### src/rtl/ddr_icap_gearbox.sv
// DDR-to-ICAP gearbox: buffers 256-bit DMA read beats and serialises each into eight 32-bit ICAP words.
// Optional build macro ICAP_BITSWAP_EN bit-reverses every byte of o_icap_data.
module ddr_icap_gearbox #(
    parameter int DEPTH       = 4,
    parameter int AFULL_SLACK = 2
) (
    input  logic         i_clk,
    input  logic         i_rst,
    input  logic [255:0] i_ddr_data,
    input  logic         i_ddr_data_valid,
    input  logic         i_abort,
    input  logic         i_icap_ready,
    output logic [31:0]  o_icap_data,
    output logic         o_icap_csib,
    output logic         o_icap_rdwrb,
    output logic         o_config_buff_full,
    output logic         o_overflow,
    output logic [31:0]  o_word_cnt
);

    localparam int PW = (DEPTH > 1) ? $clog2(DEPTH) : 1;
    localparam int CW = PW + 1;
    localparam logic [CW-1:0] FULL_CNT  = CW'(DEPTH);
    localparam logic [CW-1:0] AFULL_CNT = CW'(DEPTH - AFULL_SLACK);

    typedef enum logic {
        IDLE,
        STREAM
    } state_t;

    state_t         state_q, state_d;
    logic [255:0]   mem_q [DEPTH];
    logic [PW-1:0]  wr_ptr_q, wr_ptr_d;
    logic [PW-1:0]  rd_ptr_q, rd_ptr_d;
    logic [CW-1:0]  count_q, count_d;
    logic [255:0]   shift_q, shift_d;
    logic [2:0]     idx_q, idx_d;
    logic [31:0]    word_cnt_q, word_cnt_d;
    logic           full_q, full_d;
    logic           ovf_q, ovf_d;

    logic           has_data;
    logic           fifo_full;
    logic           push;
    logic           pop;
    logic           xfer;
    logic [31:0]    word;

    assign has_data  = (count_q != '0);
    assign fifo_full = (count_q == FULL_CNT);
    // Abort discards any beat arriving in the same cycle.
    assign push      = i_ddr_data_valid && !fifo_full && !i_abort;
    assign xfer      = (state_q == STREAM) && i_icap_ready;

    always_comb begin
        state_d    = state_q;
        pop        = 1'b0;
        shift_d    = shift_q;
        idx_d      = idx_q;
        word_cnt_d = word_cnt_q;
        case (state_q)
            IDLE: begin
                if (has_data) begin
                    pop     = 1'b1;
                    shift_d = mem_q[rd_ptr_q];
                    idx_d   = 3'd0;
                    state_d = STREAM;
                end
            end
            STREAM: begin
                if (xfer) begin
                    word_cnt_d = word_cnt_q + 32'd1;
                    idx_d      = idx_q + 3'd1;
                    shift_d    = {shift_q[223:0], 32'h0};
                    // Last word: chain straight into the next beat so csib never rises.
                    if (idx_q == 3'd7) begin
                        if (has_data) begin
                            pop     = 1'b1;
                            shift_d = mem_q[rd_ptr_q];
                            idx_d   = 3'd0;
                        end else begin
                            state_d = IDLE;
                        end
                    end
                end
            end
            default: state_d = IDLE;
        endcase
        if (i_abort) begin
            state_d    = IDLE;
            pop        = 1'b0;
            idx_d      = 3'd0;
            word_cnt_d = 32'd0;
        end
    end

    always_comb begin
        wr_ptr_d = wr_ptr_q;
        rd_ptr_d = rd_ptr_q;
        count_d  = count_q + CW'(push) - CW'(pop);
        if (push) wr_ptr_d = wr_ptr_q + PW'(1);
        if (pop)  rd_ptr_d = rd_ptr_q + PW'(1);
        if (i_abort) begin
            wr_ptr_d = '0;
            rd_ptr_d = '0;
            count_d  = '0;
        end
        full_d = (count_q >= AFULL_CNT);
        ovf_d  = ovf_q || (i_ddr_data_valid && fifo_full);
    end

    always_ff @(posedge i_clk or negedge i_rst) begin
        if (!i_rst) begin
            state_q    <= IDLE;
            wr_ptr_q   <= '0;
            rd_ptr_q   <= '0;
            count_q    <= '0;
            idx_q      <= 3'd0;
            word_cnt_q <= 32'd0;
            full_q     <= 1'b0;
            ovf_q      <= 1'b0;
        end else begin
            state_q    <= state_d;
            wr_ptr_q   <= wr_ptr_d;
            rd_ptr_q   <= rd_ptr_d;
            count_q    <= count_d;
            idx_q      <= idx_d;
            word_cnt_q <= word_cnt_d;
            full_q     <= full_d;
            ovf_q      <= ovf_d;
        end
    end

    // Payload storage carries no reset; the output is gated by state instead.
    always_ff @(posedge i_clk) begin
        shift_q <= shift_d;
        if (push) mem_q[wr_ptr_q] <= i_ddr_data;
    end

    assign word = (state_q == STREAM) ? shift_q[255:224] : 32'h0;

`ifdef ICAP_BITSWAP_EN
    function automatic logic [31:0] bitswap_bytes(input logic [31:0] w);
        logic [31:0] r;
        for (int k = 0; k < 4; k++) begin
            for (int j = 0; j < 8; j++) begin
                r[8*k+j] = w[8*k+7-j];
            end
        end
        return r;
    endfunction
    assign o_icap_data = bitswap_bytes(word);
`else
    assign o_icap_data = word;
`endif

    assign o_icap_csib        = (state_q != STREAM);
    assign o_icap_rdwrb       = 1'b0;
    assign o_config_buff_full = full_q;
    assign o_overflow         = ovf_q;
    assign o_word_cnt         = word_cnt_q;

endmodule

### config.mk
export PLATFORM = sky130hd
export DESIGN_NAME = ddr_icap_gearbox
export DESIGN_NICKNAME = d
export VERILOG_FILES = /design/src/rtl/ddr_icap_gearbox.sv
export SDC_FILE = /design/constraint.sdc
export NUM_CORES = 1
export LEC_CHECK = 0
export ABC_AREA = 0
export CORE_MARGIN = 4
export CORE_UTILIZATION = 43
export DETAILED_ROUTE_END_ITERATION = 12
export DONT_BUFFER_PORTS = 1
export GPL_TIMING_DRIVEN = 0
export PLACE_DENSITY = 0.62
export SYNTH_ARGS = -nofsm -noshare
export SYNTH_HDL_FRONTEND = slang
export SYNTH_SLANG_ARGS = --single-unit
### constraint.sdc
create_clock -name i_clk -period 16.35 [get_ports i_clk]
set_clock_uncertainty 0.2 [all_clocks]
set_input_delay 0.8175 -clock i_clk [delete_from_list [all_inputs] [get_ports i_clk]]
set_output_delay 0.8175 -clock i_clk [all_outputs]
set_load 0.01 [all_outputs]
==> results.toml <==
[status]
status = "finished, final reports clean"

[hold_path]
holdPathEnd = "o_word_cnt[29]$_DFFE_PN0P_"
hold_start = "i_abort"
holdCritPathClass = "in2reg"
hold_depth = 2

[detailed_routing]
ant_nets = 0
dr.pass1.iters = 5
drc_errors = 0
totalWireLength_mm = 109.8
wire_per_inst_um = 25.82
vias_per_cell = 5.341
drt_iter0_drc = 1688
vias = 22721

[clock_tree]
hold_buffers = 259
worstSkewPairLatency_ns = 0.73
cts_resized = 0
cts_buffer_depth = 3
cts_max_level = 4
root_buffer = "clkbuf_16"
clk_pin_slew_ns = 0.06
cts_tree = "built"
cts_setup_buffers = 0
clkSinkCount = 1325
cts_buffers = 141

[synth]
yosys.area_share.simple_pct = 2.112
synth-xor-area-share_pct = 0.2797
synth-seq-area-share_pct = 78.95
synthTopCellsByArea = "edfxtp_1 77%, mux4_2 12%, mux2_2 5.1%"
yosys.area.top_type = "edfxtp_1"
synthAdderAreaFrac_pct = 0.2896
synth_cells = 2179
yosys.area.top_type_share_pct = 76.71
synth_compound_area_share_pct = 0.5094
yosysUniqueCellTypes = 41
ys_warn_count = 0
synth_area_per_cell_um2 = 23.00
synth_top_family_by_area = "multiplexers"
syn_nets = 2451
synthMuxAreaShare_pct = 16.65
syn_area_um2 = 50110
ys_ff_latch = 1325

[placed_design]
hpwl_mm = 71.49
portBuffers = 0
dpl_worst_slack_ns = 12.56
routabilityCongestion = 0.7454

[finish]
syn_to_final_growth_pct = 19.58
fillers = 8853
nets = 2875
fin_util_pct = 52.12
drive_gt1_share_pct = 29.12

[timing]
final-hold-violation-count = 0
worst_slack_ns = 12.33
setup_viol = 0
period_share_pct = 24.57
period_needed_ns = 4.018
fin_tns_setup_ns = 0
slew_headroom_pct = 10.46
rsz0062_at_grt = "false"
drv_slew = 0
worst_pin_slew_ns = 1.343
max_freq_ghz = 0.2489

[global_route]
grt_use_met3_pct = 3.952
grt_pass1_wl_mm = 163.1
grt_max_degree = 102
grt.met1_usage_pct = 24.00
antenna_found_initial = 31
grtUsageTotal_pct = 18.16
grt_pass1_vias = 24590
grt_use_met2_pct = 30.86
grt-busiest-layer = "met2"
overflow = 0

[worst_setup_path]
crit_arrival_ns = 3.00
rr_endpoint = "shift_q[253]$_DFFE_PP_"
crit_path_frequent_cell = "clkbuf_1"
crit_buf_inv = 2
cp-end-kind = "output port"
required_ns = 15.33
max_stage_delay_ns = 0.92
worst_path_max_delay_cell = "clkbuf_1"
startpoint = "state_q$_DFF_PN0_"
reg2reg_depth = 5
cp_cell_sequence = "clkbuf_1 -> clkbuf_1 -> and2_1"
critPathLaunchType = "register"
rrSetupSlack_ns = 12.93
r2r_start = "rd_ptr_q[1]$_DFFE_PN0P_"
crit_fanout = 11
critPathKind = "reg2out"
cp_top_family = "buffers and inverters"

[power_and_ir_drop]
power_mw = 9.950
leakage_nw = 19.22
vdd_drop_max_mv = 0.1576
p_per_area_nw_per_um2 = 166.1

[floorplan]
die_h_um = 349.4
die-area_um2 = 122100
rows = 124
dieWidth_um = 349.4
floorplan.initialDensity_pct = 43.59
core_area_um2 = 115000
io_pins = 329

[flow_run]
max-cap-violations = 0
[synthesized netlist by cell type, drive strengths merged]
cell type	number
a21bo	1
a21oi	21
a31o	1
and2	74
and3	2
and4	6
and4b	1
buf	63
clkbuf	42
conb	1
dfrtp	45
edfxtp	1280
fa	1
ha	10
inv	13
mux2	228
mux2i	1
mux4	256
nand2	18
nand3	9
nand3b	1
nand4	16
nor2	27
nor2b	4
nor3	2
nor3b	1
nor4	2
o2111ai	1
o21ai	8
o31ai	11
or3	7
or4	10
xnor2	4
xor2	12
[worst reg2reg max path, delay by kind of cell (launching register included)]
kind | cells | cell delay [ns]
buf+inv | 3 | 1.86
flops | 1 | 0.41
mux | 2 | 0.71
[how the worst max path moves through the flow]
| stage | end | slack, ns | cells past startpoint |
|---|---|---|---|
| global placement | mem_q[3][237]$_DFFE_PP_ | 2.85 | 3 |
| finish | o_icap_data[13] | 12.33 | 3 |
| CTS | o_icap_data[13] | 12.16 | 3 |
| floorplan | mem_q[0][0]$_DFFE_PP_ | 8.45 | 3 |
| global route | o_icap_data[13] | 12.11 | 3 |
| detailed placement | mem_q[3][232]$_DFFE_PP_ | 12.56 | 6 |
[per-layer routing]
metal  wire length, um  vias to the layer above
li1                  -                     9956
met1             45510                    11938
met2             56080                      655
met3              6242                      164
met4              1962                        8
met5                57                        -
[through the flow]
step                hold slack [ns]  instances  instance area, um2
finish                       0.1451       4254               59920
global route                 0.1388       4234               59870
CTS                         0.07600       4225               59850
detailed placement           0.3230       3713               52620
global placement             0.3149       3691               52000
floorplan                    0.2789       2179               50110
[placed cells by master, fill, tap and decap left out, drive strengths merged, types with 27 or more instances in the layout]
cell / synthesis / routed
mux4: 256 / 256
and2: 74 / 74
diode: 0 / 29
dfrtp: 45 / 45
clkinv: 0 / 68
buf: 63 / 86
dlygate4sd3: 0 / 258
clkbuf: 42 / 202
mux2: 228 / 228
edfxtp: 1280 / 1280
nor2: 27 / 27
[kinds of logic (layout without fill, tap and decap cells)]
| group | after synthesis | count (layout) |
|---|---|---|
| fa+ha+maj | 11 | 11 |
| flops | 1325 | 1325 |
| xor+xnor | 16 | 16 |
| other cells | 1 | 30 |
| mux | 485 | 485 |
| compound gates | 43 | 43 |
| simple gates | 180 | 180 |
| buf+inv | 118 | 652 |
[power by group]
| part | leakage [nW] | total, mW | switching [mW] | internal [mW] |
|---|---|---|---|---|
| registers | 12.4 | 4.69 | 0.182 | 4.51 |
| logic | 4.59 | 2.12 | 1.13 | 0.989 |
| clock network | 2.26 | 3.14 | 1.28 | 1.86 |
| total | 19.2 | 9.95 | 2.60 | 7.35 |
[state kept, by name (all words and copies together) (netlist names)]
name                flops
mem_q                1024
count_q                 3
rd_ptr_q                2
o_overflow              1
state_q                 1
shift_q               256
idx_q                   3
wr_ptr_q                2
o_word_cnt             32
o_config_buff_full      1
[layout make-up]
| cell class | count | area (um2) | share of cell area [%] |
|---|---|---|---|
| clock buffers | 160 | 3706 | 6.185 |
| plain buffers | 105 | 551.8 | 0.9209 |
| repair buffers | 281 | 3216 | 5.367 |
| well taps | 1512 | 1892 | 3.157 |
| multi-input cells | 736 | 9956 | 16.62 |
| clock inverters | 93 | 905.9 | 1.512 |
| diodes | 29 | 72.57 | 0.1211 |
| flip-flops and latches | 1325 | 39560 | 66.03 |
| inverters | 13 | 56.30 | 0.09397 |
No activity file was read; power rests on OpenSTA's default activity.
